## src/rtl/uart_receiver.sv

```systemverilog
`default_nettype none
// ---------------------------------------------------------------------------
// uart_receiver: 8N1 serial receiver with mid-bit sampling, level/ack handoff,
// framing-error pulse and sticky overrun flag.            Revision: 1.0
// ---------------------------------------------------------------------------
module uart_receiver #(
  parameter int comm_clk_frequency = 50_000_000,
  parameter int baud_rate          = 115_200
) (
  input  logic       clk,
  input  logic       reset,
  input  logic       RxD,
  output logic [7:0] rx_data,
  output logic       rx_avail,
  input  logic       rx_ack,
  output logic       frame_error,
  output logic       overrun,
  output logic       rx_busy
);

  localparam int BIT_CYCLES  = comm_clk_frequency / baud_rate;
  localparam int HALF_CYCLES = BIT_CYCLES / 2;
  localparam int CNT_W       = $clog2(BIT_CYCLES);
  localparam logic [CNT_W-1:0] BIT_LAST  = CNT_W'(BIT_CYCLES - 1);
  localparam logic [CNT_W-1:0] HALF_LAST = CNT_W'(HALF_CYCLES - 1);

  typedef enum logic [2:0] {
    S_IDLE  = 3'd0,
    S_START = 3'd1,
    S_DATA  = 3'd2,
    S_STOP  = 3'd3,
    S_BREAK = 3'd4
  } state_t;

  state_t           state;
  logic             rx_meta;
  logic             rxs;
  logic [CNT_W-1:0] cnt;
  logic [2:0]       bitn;
  logic [7:0]       shift;

  always_ff @(posedge clk) begin
    if (reset) begin
      state       <= S_IDLE;
      rx_meta     <= 1'b1;
      rxs         <= 1'b1;
      cnt         <= '0;
      bitn        <= '0;
      shift       <= '0;
      rx_data     <= 8'h00;
      rx_avail    <= 1'b0;
      frame_error <= 1'b0;
      overrun     <= 1'b0;
      rx_busy     <= 1'b0;
    end else begin
      rx_meta     <= RxD;
      rxs         <= rx_meta;
      frame_error <= 1'b0;
      if (rx_ack && rx_avail)
        rx_avail <= 1'b0;

      case (state)
        S_IDLE: begin
          if (!rxs) begin
            state   <= S_START;
            cnt     <= '0;
            rx_busy <= 1'b1;
          end
        end
        S_START: begin
          if (cnt == HALF_LAST) begin
            cnt  <= '0;
            bitn <= '0;
            if (rxs) begin
              state   <= S_IDLE;
              rx_busy <= 1'b0;
            end else begin
              state <= S_DATA;
            end
          end else begin
            cnt <= cnt + CNT_W'(1);
          end
        end
        S_DATA: begin
          if (cnt == BIT_LAST) begin
            cnt   <= '0;
            shift <= {rxs, shift[7:1]};
            bitn  <= bitn + 3'd1;
            if (bitn == 3'd7)
              state <= S_STOP;
          end else begin
            cnt <= cnt + CNT_W'(1);
          end
        end
        S_STOP: begin
          if (cnt == BIT_LAST) begin
            cnt <= '0;
            if (rxs) begin
              state   <= S_IDLE;
              rx_busy <= 1'b0;
              // An ack arriving with the new byte frees the slot: the new byte wins.
              if (!rx_avail || rx_ack) begin
                rx_data  <= shift;
                rx_avail <= 1'b1;
              end else begin
                overrun <= 1'b1;
              end
            end else begin
              frame_error <= 1'b1;
              state       <= S_BREAK;
            end
          end else begin
            cnt <= cnt + CNT_W'(1);
          end
        end
        S_BREAK: begin
          if (rxs) begin
            state   <= S_IDLE;
            rx_busy <= 1'b0;
          end
        end
        default: begin
          state   <= S_IDLE;
          rx_busy <= 1'b0;
        end
      endcase
    end
  end

endmodule
`default_nettype wire
```

## config.mk

```make
export PLATFORM = sky130hd
export DESIGN_NAME = uart_receiver
export DESIGN_NICKNAME = d
export VERILOG_FILES = /design/src/rtl/uart_receiver.sv
export SDC_FILE = /design/constraint.sdc
export NUM_CORES = 1
export LEC_CHECK = 0
export BUFFER_PORTS_ARGS = -buffer_cell sky130_fd_sc_hd__buf_2
export CAP_MARGIN = 0
export CORE_MARGIN = 2
export CORE_UTILIZATION = 40
export CTS_BUF_LIST = sky130_fd_sc_hd__clkbuf_8
export DETAILED_ROUTE_END_ITERATION = 10
export PLACE_DENSITY = 0.64
export SETUP_SLACK_MARGIN = 0.4
export SYNTH_ARGS = -nofsm -noshare
export SYNTH_HDL_FRONTEND = slang
export SYNTH_SLANG_ARGS = --single-unit
```

## constraint.sdc

```tcl
create_clock -name clk -period 1.85 [get_ports clk]
set_clock_uncertainty 0.05 [all_clocks]
set_input_delay 0.0925 -clock clk [delete_from_list [all_inputs] [get_ports clk]]
set_output_delay 0.0925 -clock clk [all_outputs]
set_load 0.1 [all_outputs]
```

After elaboration in Yosys (flattened, before gate mapping)
Cells that the tools add are included.
W data, S select, Z words.
{"block": "totals", "elab_cells": 72, "output_inout_bits": 12, "register_bits": 37, "in_bits": 4}
{"block": "classes", "mux": 27, "n_eq_ne": 13, "add_sub_neg": 2, "n_reduce_logical": 15, "bitwise": 4}
{"operator": "$mux W3", "n": 9}
{"operator": "$mux W9", "n": 3}
{"operator": "$pmux W9 S3", "n": 1}
{"operator": "$pmux W3 S5", "n": 1}
{"operator": "$ne A2 B2 Y1 const B", "n": 6}
{"operator": "$reduce_and A4 Y1", "n": 3}
{"operator": "$mux W1", "n": 10}
{"operator": "$add A9 B1 Y9 const B", "n": 1}
{"operator": "$eq A9 B8 Y1 const B", "n": 1}
{"operator": "$eq A9 B9 Y1 const B", "n": 1}
{"operator": "$eq A3 B2 Y1 const B", "n": 2}
{"operator": "$eq A3 B3 Y1 const B", "n": 2}
{"operator": "$pmux W3 S2", "n": 1}
{"operator": "$reduce_and A6 Y1", "n": 1}
{"operator": "$pmux W1 S5", "n": 1}
{"operator": "$not A1 Y1", "n": 4}
{"operator": "$reduce_and A2 Y1", "n": 2}
{"operator": "$add A3 B1 Y3 const B", "n": 1}
{"operator": "$eq A3 B1 Y1 const B", "n": 1}
{"operator": "$logic_not A3 Y1", "n": 1}
{"operator": "$reduce_and A3 Y1", "n": 1}
{"operator": "$reduce_bool A3 Y1", "n": 1}
{"operator": "$reduce_or A3 Y1", "n": 1}
{"operator": "$mux W2", "n": 1}
{"operator": "other kinds (5)", "n": 5}

Depth between registers and ports, before layout
Gate-level depths: netlist of run 1.
{"block": "depth", "ltp_word": 6, "ltp_mapped": 8, "mapped_depth_nobuf": 6}

Worst setup path after synthesis of run 1
No wires, ideal clock.
{"block": "synth_timing", "path_type": "reg2reg", "from": "reg rx_avail", "to": "reg rx_data[0]", "required_ns": 1.672, "arrival_time_ns": 1.651, "stages_incl_launch_ff": 5, "setup_time_ns": 0.128, "slack_ns": 0.022, "period_less_slack_ns": 1.828, "n_path_buf": 0, "cell_sequence": "dfxtp_1 -> nand2b_1 -> nand4_2 -> mux2i_1 -> nor2_1"}
{"block": "synth_between", "elab_chain_len": 3}
{"item": "start, declared", "line_no": "14", "source": "output logic rx_avail,"}
{"item": "start signal, assigned", "line_no": "51", "source": "rx_avail <= 1'b0;"}
{"item": "start signal, assigned", "line_no": "60", "source": "rx_avail <= 1'b0;"}
{"item": "start signal, assigned", "line_no": "104", "source": "rx_avail <= 1'b1;"}
{"item": "$logic_not A1 Y1", "line_no": "102", "source": "if (!rx_avail || rx_ack) begin"}
{"item": "$logic_or A1 B1 Y1", "line_no": "102"}
{"item": "$reduce_and A4 Y1 (no line)"}
{"item": "end signal, assigned", "line_no": "103", "source": "rx_data <= shift;"}
{"item": "end, declared", "line_no": "13", "source": "output logic [7:0] rx_data,"}
No other way between the ends.
A chain may end at the register's enable or synchronous reset.

Final worst setup path of run 1
{"block": "layout_timing", "from": "reg cnt[0]", "to": "reg cnt[8]"}
{"block": "layout_between", "elab_chain_len": 3, "elab_cells_between_ends": 6, "classes_between": "1 x add/sub; 2 x eq/ne; 3 x mux"}
{"item": "start, declared", "line_no": "38", "source": "logic [CNT_W-1:0] cnt;"}
{"item": "start signal, assigned", "line_no": "81", "source": "cnt <= cnt + CNT_W'(1);"}
{"item": "start signal, assigned", "line_no": "92", "source": "cnt <= cnt + CNT_W'(1);"}
{"item": "start signal, assigned", "line_no": "113", "source": "cnt <= cnt + CNT_W'(1);"}
{"item": "$add A9 B1 Y9 (tied with other cells)", "line_no": "81, 92, 113"}
{"item": "$mux W9, on equally long branches", "line_no": "85, 96, 71"}
{"item": "$pmux W9 S3 *", "line_no": "62", "source": "case (state)"}
Mark *: on every way between the ends. The rest lies on a longest branch, timed or not.

==> results of run 1 <==
[stage by stage]
step           area [um^2]  utilization  total power [W]  std cells  worst slack (ps)
2_1_floorplan         1850            -         0.000900        210               225
3_3_place_gp          2010        0.461         0.000924        276              83.8
3_5_place_dp          2010        0.461         0.000923        276              12.1
4_1_cts               2250        0.518          0.00153        295               197
5_1_grt               2440        0.560          0.00161        305              52.4
6_report              2440        0.560          0.00155        305               135
[worst register-to-register path, cell delays in order, from the launching register on]
cell      delay, ps
dfxtp_4         370
inv_2            60
ha_2            150
nor4b_4         200
buf_4           180
a211oi_4         70
buf_4           160
buf_6           120
o21ai_0         160
nand3_1          80
[repair_timing]
action,4_1_cts,5_1_grt
buffers inserted,9,9
cloned,1,1
hold endpoints to repair,1,0
pin swaps,10,30
hold buffers,1,0
resized for setup,24,32
endpoints found under the setup margin,35,35
[worst max path at each step]
stage / to / slack [ps] / startpoint / depth (start not counted)
floorplan: cnt[6]$_SDFFE_PP0P_ / 220 / cnt[1]$_SDFFE_PP0P_ / 7
global placement: cnt[2]$_SDFFE_PP0P_ / 80 / cnt[1]$_SDFFE_PP0P_ / 6
detailed placement: cnt[6]$_SDFFE_PP0P_ / 10 / cnt[1]$_SDFFE_PP0P_ / 6
CTS: cnt[6]$_SDFFE_PP0P_ / 200 / cnt[1]$_SDFFE_PP0P_ / 7
global route: cnt[6]$_SDFFE_PP0P_ / 50 / cnt[1]$_SDFFE_PP0P_ / 7
finish: cnt[8]$_SDFFE_PP0P_ / 130 / cnt[0]$_SDFFE_PP0P_ / 9
[layout make-up]
| cell class | instances | area share |
|---|---|---|
| Sequential cell | 37 | 0.312 |
| Inverter | 9 | 0.0139 |
| Clock inverter | 3 | 0.00821 |
| Multi-Input combinational cell | 150 | 0.459 |
| Clock buffer | 5 | 0.0282 |
| Tap cell | 52 | 0.0267 |
| Timing Repair Buffer | 49 | 0.152 |
[synth_stat cells (all sizes together), types with 3 or more instances]
| master | instances |
|---|---|
| buf | 6 |
| a21oi | 17 |
| or2 | 3 |
| mux2i | 8 |
| nor3b | 3 |
| nor4 | 3 |
| o211ai | 4 |
| clkbuf | 8 |
| nor2 | 16 |
| ha | 5 |
| dfxtp | 37 |
| a21o | 3 |
| inv | 9 |
| a211oi | 4 |
| o21ai | 8 |
| nor3 | 5 |
| nand2 | 29 |
| nand3 | 12 |
[kinds of logic after synthesis]
kind of cell / share of synthesized area
compound gates: 0.202
fa+ha+maj: 0.0346
buf+inv: 0.0601
simple gates: 0.250
mux: 0.0442
flops: 0.409
[report_power, final]
group | internal, W | leakage [nW] | switching (W)
Combinational | 0.0000790 | 0.638 | 0.0000776
Clock | 0.000268 | 0.0489 | 0.000310
Sequential | 0.000804 | 0.304 | 0.0000146
[state kept, by name, indices dropped and copies added (netlist names)]
name / flops
bitn: 3
cnt: 9
frame_error: 1
overrun: 1
rx_avail: 1
rx_busy: 1
rx_data: 8
rx_meta: 1
rxs: 1
shift: 8
state: 3
[metal layers]
metal	vias to the layer above	GRT usage	wire length (um)	part of all wire
li1	828	-	-	-
met1	806	0.240	2190	0.47
met2	23	0.292	2270	0.49
met3	8	0.0352	110	0.024
met4	0	0.0797	82	0.018
met5	-	0	0	0
==> results.cfg, run 1 <==
[grt]
grt.total_usage = 0.182
grt_pass1_vias = 1516
globalRouteOverflowTotal = 0
grt_pass1_wl_mm = 7.33
antenna_found_initial = 0
grt_max_degree = 24

[cells_and_area]
syn2layout_area_growth_pct = 34.6
nFillCells = 391
antenna_cells = 0
drive_above_1_share = 0.423
fin_nets = 261
multi_input_area_um2 = 1120
regArea_um2 = 759
final_common_cell = dfxtp_1
layout_common_cells = 28 x dfxtp_1, 23 x nand2_1, 23 x buf_4

[cts]
clock_latency_ps = 290
cts_tree = built
clockBufferDepth = 2
cts_root_buf = clkbuf_8
cts_buffers = 5
htree_num_levels = 2
clk_pin_slew_worst_paths_ps = 80
cts.sinks = 37

[routing]
routed_wl_mm = 4.65
first_pass_iters = 4
wl_per_cell_um = 15.2
drt_iter0_drc = 89
postRouteAntennaNets = 0
vias_per_cell = 5.46
vias = 1665
drc = 0

[yosys]
syn_nets = 219
synth-edff-count = 0
ys_seq_elements = 37
ys_warn_count = 0
syn_area_um2 = 1810
seq_area_frac_synth = 0.409
synth_ff_type = dfxtp_1
synthDistinctLibCells = 49
yosysTopAreaCellShare = 0.409
synthArstFlopShare = 0
synth.area.top_cells = dfxtp_1 41%, nand2_1 6.0%, a21oi_1 4.7%
avgSynthCellArea_um2 = 8.62
synthCells = 210
yosysTopAreaCell = dfxtp_1

[timing]
fin_crit_sh = 0.927
min_period_ps = 1720
hold_slack_ps = 115
relSlewSlack = 0.678
fmax_mhz = 583
final_max_slew_viol_count = 0
tightest_slew_ps = 486
hold_viol_final = 0
setup-violations-final = 0
grt_setup_unrepaired = yes
fin_setup_tns_ps = 0

[pwr]
cellLeakagePower_nw = 0.991
powerDensity_nw_per_um2 = 637
peakVddDrop_mv = 0.442

[hold_path]
min-delay-path-class = input port to register
holdPathStages = 4
worstHoldEndpoint = overrun$_SDFFE_PP0P_
worstHoldStart = rx_ack

[worst_setup_path]
reg2reg_depth = 9
cp_common_cell = buf_4
path_cells = inv_2, ha_2, nor4b_4, buf_4, a211oi_4, buf_4, buf_6, o21ai_0, nand3_1
slowest_delay_ps = 370
path_class = register to register
worstReg2RegEnd = cnt[8]$_SDFFE_PP0P_
path_buf_inv = 4
crit_slowest_cell = dfxtp_4
worst_setup_path_end_kind = register
critPathMaxFanout = 7
r2r_slack_ps = 130
cp_data_arrival_time_ps = 1840
cp.required_ps = 1980
start_kind = register
cp_top_family = buffers and inverters
r2r_start = cnt[0]$_SDFFE_PP0P_

[floorplan]
initial_core_util = 0.416
rows = 24
die_y_um = 71.3
coreArea_um2 = 4350
dieArea_um2 = 5080
pin_count = 16
die_w_um = 71.3

[placement]
gp_congestion = 0.819
numPortBuffers = 15
place.detailed.hpwl_mm = 2.72

[run]
max-cap-violations = 0

[run_status]
status = finished, final reports clean
No activity file was read; power rests on OpenSTA's default activity.
==> inputs of run 2 (changes only) <==
Settings changed: PLACE_DENSITY 0.64 to 0.57.
==> run 2 against run 1 <==
Compared with the run above: flip-flop and latch count unchanged; non-clock buffer count decreased by 3; critical path type unchanged; critical endpoint is now cnt[2]$_SDFFE_PP0P_; die area unchanged; fmax increased by 2.1%; combinational power decreased by 22%.
==> results.cfg, run 2 (synthesis results as in run 1) <==
[pwr]
cellLeakagePower_nw = 1.01
powerDensity_nw_per_um2 = 679
peakVddDrop_mv = 0.444

[cells_and_area]
syn2layout_area_growth_pct = 33.7
post-route-util = 0.556
final_common_cell = dfxtp_1
top_register = cnt
largest_reg_flops = 9
regArea_um2 = 757
layout_common_cells = 30 x dfxtp_1, 26 x nand2_1, 24 x buf_4
antenna_cells = 0
fin_nets = 258
top_regs = cnt (9), rx_data (8), shift (8)
multi_input_area_um2 = 1110
drive_above_1_share = 0.368
nFillCells = 395

[timing]
relSlewSlack = 0.677
final_max_slew_viol_count = 0
fin_crit_sh = 0.908
timing.final.ws_setup_ps = 170
hold_viol_final = 0
min_period_ps = 1680
hold_slack_ps = 86.7
tightest_slew_ps = 487
setup-violations-final = 0
grt_setup_unrepaired = yes
fin_setup_tns_ps = 0
fmax_mhz = 595

[cts]
htree_num_levels = 2
cts_root_buf = clkbuf_8
clockBufferDepth = 2
cts.sinks = 37
cts_tree = built
cts_buffers = 5
clock_latency_ps = 300
clk_pin_slew_worst_paths_ps = 70

[worst_setup_path]
worstReg2RegEnd = cnt[2]$_SDFFE_PP0P_
r2r_start = cnt[1]$_SDFFE_PP0P_
worst_setup_path_end_kind = register
start_kind = register
critPathMaxFanout = 7
reg2reg_depth = 8
crit_start = cnt[1]$_SDFFE_PP0P_
path_class = register to register
crit_path_end = cnt[2]$_SDFFE_PP0P_
r2r_slack_ps = 170
cp_data_arrival_time_ps = 1850
cp.required_ps = 2020

[grt]
grt.total_usage = 0.168
antenna_found_initial = 0
globalRouteOverflowTotal = 0
grt_pass1_wl_mm = 6.85
grt_pass1_vias = 1514
grt_max_degree = 19

[floorplan]
die_w_um = 71.3
coreArea_um2 = 4350
die_y_um = 71.3
dieArea_um2 = 5080
initial_core_util = 0.416
pin_count = 16
rows = 24

[routing]
met3_length_um = 151
drt_iter0_drc = 85
postRouteAntennaNets = 0
wl_per_cell_um = 13.1
met1Wirelength_mm = 1.96
highest_layer = met4
drc = 0
first_pass_iters = 4
routed_wl_mm = 3.95
vias = 1588
route.met2.wl_mm = 1.79
vias_per_cell = 5.26

[placement]
pre_cts_ws_ps = 102
place.detailed.hpwl_mm = 2.63
numPortBuffers = 15
gp_congestion = 0.813

[run_status]
status = finished, final reports clean

[run]
max-cap-violations = 0

[hold_path]
min-delay-path-class = input port to register
[run 2: critical path, stage by stage (launching register included)]
cell	delay, ps
dfxtp_2	340
inv_2	50
ha_4	150
and4bb_1	200
buf_6	130
a2111oi_4	270
buf_4	200
o21ai_1	60
a22oi_1	160
[run 2: cell type report]
cell class                 instances  share of cell area
tap                               52              0.0269
clock buffer                       5              0.0284
clock inverter                     3              0.0191
timing repair buffer              46               0.141
sequential                        37               0.313
multi-input combinational        150               0.458
inverter                           9              0.0140
[run 2: what timing repair did]
action,4_1_cts,5_1_grt
cloned,0,2
endpoints found under the hold margin,1,0
hold buffers,1,0
resized for setup,24,17
endpoints found under the setup margin,34,35
buffers inserted,5,5
pin swaps,25,16
[run 2: worst min path at each step]
stage / start / endpoint / slack [ps] / cells after the start
3_3_place_gp: RxD / rx_meta$_SDFF_PP1_ / 230 / 2
4_1_cts: rx_ack / overrun$_SDFFE_PP0P_ / 80 / 4
5_1_grt: rx_ack / overrun$_SDFFE_PP0P_ / 130 / 4
6_report: rx_ack / overrun$_SDFFE_PP0P_ / 90 / 4
3_5_place_dp: RxD / rx_meta$_SDFF_PP1_ / 230 / 2
2_1_floorplan: RxD / rx_meta$_SDFF_PP1_ / 150 / 1
[run 2: per-layer routing]
layer | vias to the layer above | track usage
met4 | 0 | 0.0713
met1 | 727 | 0.226
li1 | 833 | -
met3 | 6 | 0.0450
met2 | 22 | 0.254
met5 | - | 0
[run 2: power breakdown]
part | internal, W | switching [W] | total, W
clock | 0.000403 | 0.000305 | 0.000708
sequential | 0.000803 | 0.0000104 | 0.000813
combinational | 0.0000547 | 0.0000681 | 0.000123
total | 0.00126 | 0.000384 | 0.00164
[run 2: through the flow]
step                power (W)  area, um^2  std cells
floorplan            0.000900        1850        210
global placement     0.000929        2050        281
detailed placement   0.000928        2050        281
CTS                   0.00166        2300        295
global route          0.00170        2420        302
finish                0.00164        2420        302
==> inputs of run 3 (changes only) <==
Settings changed: CORE_MARGIN 2 to 5.
==> run 3 against run 2 <==
Compared with the run above: critical path depth stayed put; highest routed layer unchanged; hold slack better by 12 ps; critical path type unchanged; clock power grew 19%; final cell count fell by 0.66%; register-to-register slack barely moved; largest power group is now the clock network.
==> results.cfg, run 3 (synthesis results as in run 1) <==
[run_status]
status = finished, final reports clean

[worst_setup_path]
critPathMaxFanout = 7
path_buf_inv = 3
r2r_start = cnt[0]$_SDFFE_PP0P_
start_kind = register
cp_top_family = compound AO/OA/AOI/OAI gates
path_class = register to register
crit_slowest_cell = dfxtp_4
cp.required_ps = 2020
crit_start = cnt[0]$_SDFFE_PP0P_
slowest_delay_ps = 390
cp_data_arrival_time_ps = 1840
worst_setup_path_end_kind = register
path_cells = inv_4, ha_4, nor4b_4, buf_4, a211oi_4, buf_6, o21bai_1, a22oi_1

[floorplan]
dieArea_um2 = 5970
die_y_um = 77.3
initial_core_util = 0.413
rows = 24
pin_count = 16
die_w_um = 77.3
coreArea_um2 = 4380

[timing]
final_max_slew_viol_count = 0
fin_setup_tns_ps = 0
setup-violations-final = 0
grt_setup_unrepaired = yes
timing.final.ws_setup_ps = 172
hold_viol_final = 0
tightest_slew_ps = 492
min_period_ps = 1680
fmax_mhz = 596
fin_crit_sh = 0.907
relSlewSlack = 0.675

[cells_and_area]
top_register = cnt
largest_reg_flops = 9
drive_above_1_share = 0.423
layout_common_cells = 27 x dfxtp_1, 26 x nand2_1, 18 x buf_4
syn2layout_area_growth_pct = 38.7
fin_nets = 256
antenna_cells = 0
final_common_cell = dfxtp_1
top_regs = cnt (9), rx_data (8), shift (8)

[routing]
postRouteAntennaNets = 0
vias = 1667
drc = 0
wl_per_cell_um = 15.5
drt_iter0_drc = 148
routed_wl_mm = 4.64
vias_per_cell = 5.56
first_pass_iters = 6

[grt]
grt.total_usage = 0.143
top_usage_layer = met2
met2_usage = 0.215
grtUsageMet3 = 0.0375
grt_pass1_vias = 1479
globalRouteOverflowTotal = 0
gr-usage-met1 = 0.204
antenna_found_initial = 0
grt_max_degree = 19
grt_pass1_wl_mm = 7.14

[hold_path]
worstHoldStart = rx_ack
min-delay-path-class = input port to register

[placement]
gp_congestion = 0.771
pre_cts_ws_ps = 3.02
place.detailed.hpwl_mm = 2.73
numPortBuffers = 15

[cts]
cts_buffers = 5
cts.sinks = 37
clk_pin_slew_worst_paths_ps = 80
cts_root_buf = clkbuf_8
clock_latency_ps = 290
cts_tree = built
htree_num_levels = 2
clockBufferDepth = 2

[run]
max-cap-violations = 0

[pwr]
cellLeakagePower_nw = 1.01
powerDensity_nw_per_um2 = 721
peakVddDrop_mv = 0.502
[run 3: changes by cell type in the layout (fill, tap and decap cells not counted), moves of 2 or more]
cell     before  now
o21ai_0       2    5
buf_6         5    9
a21oi_1      13   11
inv_4         0    2
buf_4        24   18
nand3_2       0    2
o21ai_2       0    2
inv_2         2    0
o21ai_1       6    1
nand3_1      11    8
dfxtp_1      30   27
dfxtp_2       4    6
[run 3: power by group]
group | switching, W | internal [W]
clock network | 0.000302 | 0.000543
registers | 0.0000154 | 0.000802
logic | 0.0000773 | 0.0000701
total | 0.000395 | 0.00142
[run 3: repair_timing]
| action | in CTS | in global routing |
|---|---|---|
| pin swaps | 8 | 32 |
| hold buffers | 1 | 0 |
| hold endpoints to repair | 1 | 0 |
| setup endpoints to repair | 33 | 35 |
| setup buffers | 6 | 7 |
| gates cloned | 1 | 1 |
| resized for setup | 19 | 42 |
[run 3: tightest hold or removal path, delay by kind of cell]
| family | cells | cell delay, ps |
|---|---|---|
| AND/OR/NAND/NOR | 1 | 70 |
| buffers and inverters | 2 | 140 |
| AO/OA/AOI/OAI | 1 | 90 |
[run 3: metrics by stage]
stage	power, W	cells	hold WS [ps]	utilization	cell area (um^2)
6_report	0.00181	300	98.6	0.573	2510
4_1_cts	0.00179	292	107	0.521	2290
3_3_place_gp	0.000924	276	226	0.458	2010
5_1_grt	0.00188	300	115	0.573	2510
3_5_place_dp	0.000922	276	230	0.458	2010
2_1_floorplan	0.000900	210	146	-	1850
[run 3: final timing paths]
check | to | slack [ps] | cells past startpoint
worst max-delay path | cnt[6]$_SDFFE_PP0P_ | 170 | 8
worst min-delay path | overrun$_SDFFE_PP0P_ | 100 | 4
worst max register to register | cnt[6]$_SDFFE_PP0P_ | 170 | 8
worst min register to register | rxs$_SDFF_PP1_ | 360 | 1
[run 3: final cells by class]
type	instances	area (um^2)
fillers	370	1870
multi-input cells	150	1160
flip-flops and latches	37	763
repair buffers	44	342
clock buffers	5	68.8
clock inverters	3	68.8
well taps	52	65.1
inverters	9	38.8
[run 3: routing by layer]
layer,vias to the layer above,part of all wire
met5,-,0
met4,0,0.016
met3,7,0.044
met2,46,0.47
met1,786,0.47
li1,828,-
